### src/rtl/axil_arb_2m.sv
// Two-requester AXI4-Lite arbiter onto one shared MMIO master port.
// Independent write and read arbiters, each round-robin or fixed priority.
module axil_arb_2m #(
  parameter bit RR_EN = 1'b1
) (
  input  logic        clk,
  input  logic        nrst,
  // requester 0
  input  logic [31:0] m0_awaddr,
  input  logic [2:0]  m0_awprot,
  input  logic        m0_awvalid,
  output logic        m0_awready,
  input  logic [31:0] m0_wdata,
  input  logic [3:0]  m0_wstrb,
  input  logic        m0_wvalid,
  output logic        m0_wready,
  output logic [1:0]  m0_bresp,
  output logic        m0_bvalid,
  input  logic        m0_bready,
  input  logic [31:0] m0_araddr,
  input  logic [2:0]  m0_arprot,
  input  logic        m0_arvalid,
  output logic        m0_arready,
  output logic [31:0] m0_rdata,
  output logic [1:0]  m0_rresp,
  output logic        m0_rvalid,
  input  logic        m0_rready,
  // requester 1
  input  logic [31:0] m1_awaddr,
  input  logic [2:0]  m1_awprot,
  input  logic        m1_awvalid,
  output logic        m1_awready,
  input  logic [31:0] m1_wdata,
  input  logic [3:0]  m1_wstrb,
  input  logic        m1_wvalid,
  output logic        m1_wready,
  output logic [1:0]  m1_bresp,
  output logic        m1_bvalid,
  input  logic        m1_bready,
  input  logic [31:0] m1_araddr,
  input  logic [2:0]  m1_arprot,
  input  logic        m1_arvalid,
  output logic        m1_arready,
  output logic [31:0] m1_rdata,
  output logic [1:0]  m1_rresp,
  output logic        m1_rvalid,
  input  logic        m1_rready,
  // shared master port toward MMIO
  output logic [31:0] s_awaddr,
  output logic [2:0]  s_awprot,
  output logic        s_awvalid,
  input  logic        s_awready,
  output logic [31:0] s_wdata,
  output logic [3:0]  s_wstrb,
  output logic        s_wvalid,
  input  logic        s_wready,
  input  logic [1:0]  s_bresp,
  input  logic        s_bvalid,
  output logic        s_bready,
  output logic [31:0] s_araddr,
  output logic [2:0]  s_arprot,
  output logic        s_arvalid,
  input  logic        s_arready,
  input  logic [31:0] s_rdata,
  input  logic [1:0]  s_rresp,
  input  logic        s_rvalid,
  output logic        s_rready,
  // arbiter state: 0 IDLE, 1 GNT0, 2 GNT1
  output logic [1:0]  wr_state,
  output logic [1:0]  rd_state
);

  // Handshake rule on every channel: a transfer happens on the rising edge
  // where valid and ready are both high; valid never waits on ready.

  typedef enum logic [1:0] {IDLE = 2'd0, GNT0 = 2'd1, GNT1 = 2'd2} arb_state_t;

  arb_state_t w_st, r_st;
  logic       w_last, r_last;  // 1 = M1 served last
  logic       aw_done, w_done, ar_done;

  logic w_g0, w_g1, r_g0, r_g1;
  logic w_req0, w_req1;

  // Ties go to whoever was not served last (RR) or always to M0 (fixed).
  function automatic arb_state_t pick(input logic req0, input logic req1,
                                      input logic last);
    if (req0 && req1)
      return (RR_EN && !last) ? GNT1 : GNT0;
    else if (req1)
      return GNT1;
    else if (req0)
      return GNT0;
    else
      return IDLE;
  endfunction

  assign w_req0 = m0_awvalid | m0_wvalid;
  assign w_req1 = m1_awvalid | m1_wvalid;

  always_ff @(posedge clk or negedge nrst) begin
    if (!nrst) begin
      w_st    <= IDLE;
      w_last  <= 1'b0;
      aw_done <= 1'b0;
      w_done  <= 1'b0;
    end else begin
      case (w_st)
        IDLE: begin
          w_st    <= pick(w_req0, w_req1, w_last);
          aw_done <= 1'b0;
          w_done  <= 1'b0;
        end
        GNT0, GNT1: begin
          if (s_awvalid && s_awready) aw_done <= 1'b1;
          if (s_wvalid && s_wready)   w_done  <= 1'b1;
          if (s_bvalid && s_bready) begin
            w_st    <= IDLE;
            w_last  <= (w_st == GNT1);
            aw_done <= 1'b0;
            w_done  <= 1'b0;
          end
        end
        default: w_st <= IDLE;
      endcase
    end
  end

  always_ff @(posedge clk or negedge nrst) begin
    if (!nrst) begin
      r_st    <= IDLE;
      r_last  <= 1'b0;
      ar_done <= 1'b0;
    end else begin
      case (r_st)
        IDLE: begin
          r_st    <= pick(m0_arvalid, m1_arvalid, r_last);
          ar_done <= 1'b0;
        end
        GNT0, GNT1: begin
          if (s_arvalid && s_arready) ar_done <= 1'b1;
          if (s_rvalid && s_rready) begin
            r_st    <= IDLE;
            r_last  <= (r_st == GNT1);
            ar_done <= 1'b0;
          end
        end
        default: r_st <= IDLE;
      endcase
    end
  end

  assign w_g0 = (w_st == GNT0);
  assign w_g1 = (w_st == GNT1);
  assign r_g0 = (r_st == GNT0);
  assign r_g1 = (r_st == GNT1);

  assign wr_state = w_st;
  assign rd_state = r_st;

  // Write path: payload muxed by grant, valids masked once their beat is taken.
  assign s_awaddr  = w_g1 ? m1_awaddr : m0_awaddr;
  assign s_awprot  = w_g1 ? m1_awprot : m0_awprot;
  assign s_wdata   = w_g1 ? m1_wdata  : m0_wdata;
  assign s_wstrb   = w_g1 ? m1_wstrb  : m0_wstrb;
  assign s_awvalid = ((w_g0 & m0_awvalid) | (w_g1 & m1_awvalid)) & ~aw_done;
  assign s_wvalid  = ((w_g0 & m0_wvalid)  | (w_g1 & m1_wvalid))  & ~w_done;
  assign s_bready  = (w_g0 & m0_bready) | (w_g1 & m1_bready);

  assign m0_awready = w_g0 & s_awready & ~aw_done;
  assign m1_awready = w_g1 & s_awready & ~aw_done;
  assign m0_wready  = w_g0 & s_wready & ~w_done;
  assign m1_wready  = w_g1 & s_wready & ~w_done;
  assign m0_bvalid  = w_g0 & s_bvalid;
  assign m1_bvalid  = w_g1 & s_bvalid;
  assign m0_bresp   = s_bresp;
  assign m1_bresp   = s_bresp;

  // Read path mirrors the write path with a single address mask.
  assign s_araddr  = r_g1 ? m1_araddr : m0_araddr;
  assign s_arprot  = r_g1 ? m1_arprot : m0_arprot;
  assign s_arvalid = ((r_g0 & m0_arvalid) | (r_g1 & m1_arvalid)) & ~ar_done;
  assign s_rready  = (r_g0 & m0_rready) | (r_g1 & m1_rready);

  assign m0_arready = r_g0 & s_arready & ~ar_done;
  assign m1_arready = r_g1 & s_arready & ~ar_done;
  assign m0_rvalid  = r_g0 & s_rvalid;
  assign m1_rvalid  = r_g1 & s_rvalid;
  assign m0_rdata   = s_rdata;
  assign m1_rdata   = s_rdata;
  assign m0_rresp   = s_rresp;
  assign m1_rresp   = s_rresp;

endmodule

### config.mk
export PLATFORM = sky130hd
export DESIGN_NAME = axil_arb_2m
export DESIGN_NICKNAME = d
export VERILOG_FILES = /design/src/rtl/axil_arb_2m.sv
export SDC_FILE = /design/constraint.sdc
export NUM_CORES = 1
export LEC_CHECK = 0
export BUFFER_PORTS_ARGS = -buffer_cell sky130_fd_sc_hd__buf_2
export CAP_MARGIN = 10
export CORE_AREA = 2 2 182 184
export DETAILED_ROUTE_END_ITERATION = 10
export DIE_AREA = 0 0 184 186
export GPL_ROUTABILITY_DRIVEN = 0
export HOLD_SLACK_MARGIN = 0.06
export MAX_ROUTING_LAYER = met4
export PLACE_DENSITY = 0.42
export SYNTH_ARGS = -nofsm -noshare
export SYNTH_HDL_FRONTEND = slang
export SYNTH_SLANG_ARGS = --single-unit
### constraint.sdc
create_clock -name clk -period 4.9 [get_ports clk]
set_clock_uncertainty 0.1 [all_clocks]
set_input_delay 0.49 -clock clk [delete_from_list [all_inputs] [get_ports clk]]
set_output_delay 0.49 -clock clk [all_outputs]
set_load 0.005 [all_outputs]
==> flow_metrics.tcl <==
set metrics [dict create \
    status "completed" \
    die_x_um 184 \
    synth_nets 530 \
    cts_max_level 1 \
    io_pins 462 \
    wl_mm 12.0 \
    grt_max_degree 56 \
    power.density_nw_per_um2 360 \
    start_util_pct 7.77 \
    clkLatencyLatePin_ns 0.24 \
    drv_slew 0 \
    fin_nets 807 \
    worst-path-buf-inv 3 \
    fin_tns_setup_ns 0 \
    ctsLongestPathBuffers 2 \
    cp_max_fo 23 \
    fmax_ghz 0.332 \
    timing.final.crit_period_ns 3.01 \
    grt_pass1_vias 2646 \
    drcViolationCount 0 \
    coreArea_um2 32200 \
    critPathRequiredTime_ns 4.31 \
    cts_tree "yes" \
    yosysSeqAreaShare_pct 9.00 \
    critPathTopFamily "adder cells" \
    vias 2859 \
    ys_types 31 \
    seq_area_um2 225 \
    drt_first_iter_violations 61 \
    hold_ws_ns 0.435 \
    cap_violations 0 \
    critPathSlowestCell "ha_1" \
    ir_worst_vdd_v 0.000126 \
    hold_viol_final 0 \
    synth_area_leaders "mux2_2 (48%), buf_4 (23%), dfrtp_1 (9.0%), ha_1 (3.0%), and3b_1 (2.1%)" \
    grt_pass1_wl_mm 14.9 \
    detail_route.first_pass.iterations 4 \
    grtUsageTotal_pct 5.94 \
    critPathArrivalTime_ns 2.42 \
    cp-end-kind "output port" \
    synthArstFlopShare_pct 100 \
    avgSynthCellArea_um2 9.67 \
    p_leak_nw 2.21 \
    wl_per_cell_um 12.7 \
    post-route-period-util_pct 61.5 \
    cts_hold_buf 1 \
    postCtsSetupBuffers 0 \
    worstSetupPathType "reg -> out" \
    synth_ff_type "dfrtp_1" \
    path_clk_slew_ns 0.04 \
    ys_warn_count 0 \
    n_fill_cell 3732 \
    worst_pin_slew_ns 0.999 \
    finalSetupViolations 0 \
    syn_inst 259 \
    max_slew_margin_pct 33.4 \
    drive_above_1_share_pct 87.9 \
    viasPerCell 3.03 \
    multi_input_area_um2 1640 \
    synth_edf_count 0 \
    post_cts_resize_count 0 \
    area_growth_pct 70.6 \
    cts_buffers 3 \
    rsz0062_at_grt "no" \
    port_buffers 353 \
    clock-sinks 9 \
    fp-row-count 66 \
    grt_antenna_before_repair 0 \
    ant_nets 0 \
    antennaDiodeCount 0 \
    path_cells "inv_1 > ha_1 > buf_4 > mux2_2 > buf_2" \
    p_total_mw 1.54 \
    synth-seq-cells 9 \
    hp-class "reg -> reg" \
    dp_hpwl_mm 10.7 \
    synth_top_area_share_pct 47.7 \
    clockRootBuffer "clkbuf_16" \
    critPathMaxStageDelay_ns 0.82 \
    dieArea_um2 34200 \
    critPathLaunchType "flop" \
    dieHeight_um 186 \
    overflow 0 \
    yosys.area.top_type "mux2_2" \
    netlist_area_um2 2500 \
]
area by class of cell:
| cell class | count | area share [%] |
|---|---|---|
| timing repair buffer | 357 | 42.1 |
| inverter | 5 | 0.439 |
| multi-input combinational | 160 | 38.4 |
| tap | 408 | 12.0 |
| sequential | 9 | 5.27 |
| clock buffer | 4 | 1.85 |
cells in the mapped netlist (2+ instances only):
library cell and number:
o21ai_0 3, a21oi_1 2, nor2b_1 2, buf_2 5, mux2_2 106, inv_1 5
a21o_1 2, a22o_1 3, buf_6 2, and2_1 4, and3b_1 6, nand2_1 3
buf_4 78, dfrtp_1 9, mux2i_1 4, a32o_1 2, nor2_1 3, ha_1 6
nand4_1 2
power by group:
part	total [mW]	internal [mW]	leakage, nW	switching (mW)
clock network	0.152	0.110	0.0382	0.0429
logic	1.24	0.691	2.06	0.550
registers	0.143	0.109	0.116	0.0345
logic make-up (layout without fill, tap and decap cells):
logic type	Yosys count	in the layout	share of synthesized area, %
AOI/OAI and AO/OA	20	20	6.75
DFF	9	9	9.00
buffers and inverters	90	366	26.0
muxes	110	110	49.3
and+or+nand+nor	24	24	5.95
adders and majority gates	6	6	3.00
cell usage in the layout (no fill, tap or decap), drive strengths merged, types with 3 or more instances in the layout:
master  count
and3b       6
nor2        3
buf       356
a22o        4
ha          6
mux2i       4
and2        4
clkbuf      4
o21ai       4
dfrtp       9
mux2      106
nand2       3
inv         5
sequential cells by signal, indices dropped and copies added, names as in the netlist:
name,count
ar_done,1
aw_done,1
r_last,1
rd_state,2
w_done,1
w_last,1
wr_state,2
metal layers:
| metal | vias up | part of all wire [%] | global-route usage (%) |
|---|---|---|---|
| li1 | 1406 | - | - |
| met1 | 1257 | 41 | 7.12 |
| met2 | 163 | 48 | 9.87 |
| met3 | 33 | 8.5 | 1.41 |
| met4 | 0 | 2.0 | 1.82 |
| met5 | - | 0 | - |
worst paths after layout:
kind,cells past startpoint,startpoint,slack (ns),end
worst max-delay path,5,rd_state[0]$_DFFE_PN0N_,1.89,s_arprot[0]
worst min-delay path,1,r_last$_DFFE_PN0P_,0.44,r_last$_DFFE_PN0P_
worst max register to register,5,rd_state[0]$_DFFE_PN0N_,2.65,ar_done$_DFFE_PN0P_
worst min register to register,1,r_last$_DFFE_PN0P_,0.44,r_last$_DFFE_PN0P_
max in group asynchronous,2,nrst,3.92,r_last$_DFFE_PN0P_
min in group asynchronous,2,nrst,0.55,aw_done$_DFFE_PN0P_
stage by stage:
| step | worst slack, ns | instance area, um^2 | std cells | util (%) |
|---|---|---|---|---|
| finish | 1.89 | 4270 | 943 | 13.3 |
| global placement | 2.15 | 4180 | 938 | 13.0 |
| global route | 1.68 | 4270 | 943 | 13.3 |
| CTS | 1.82 | 4270 | 943 | 13.3 |
| detailed placement | 2.07 | 4180 | 938 | 13.0 |
| floorplan | 2.91 | 2500 | 259 | - |
worst register-to-register path, cell delays in order, from the launching register on:
cell and delay (ns):
dfrtp_1 0.38, inv_1 0.10, ha_1 0.82, a22o_1 0.33, a21bo_2 0.18, o2bb2a_1 0.21
(Power assumes the default switching activity.)
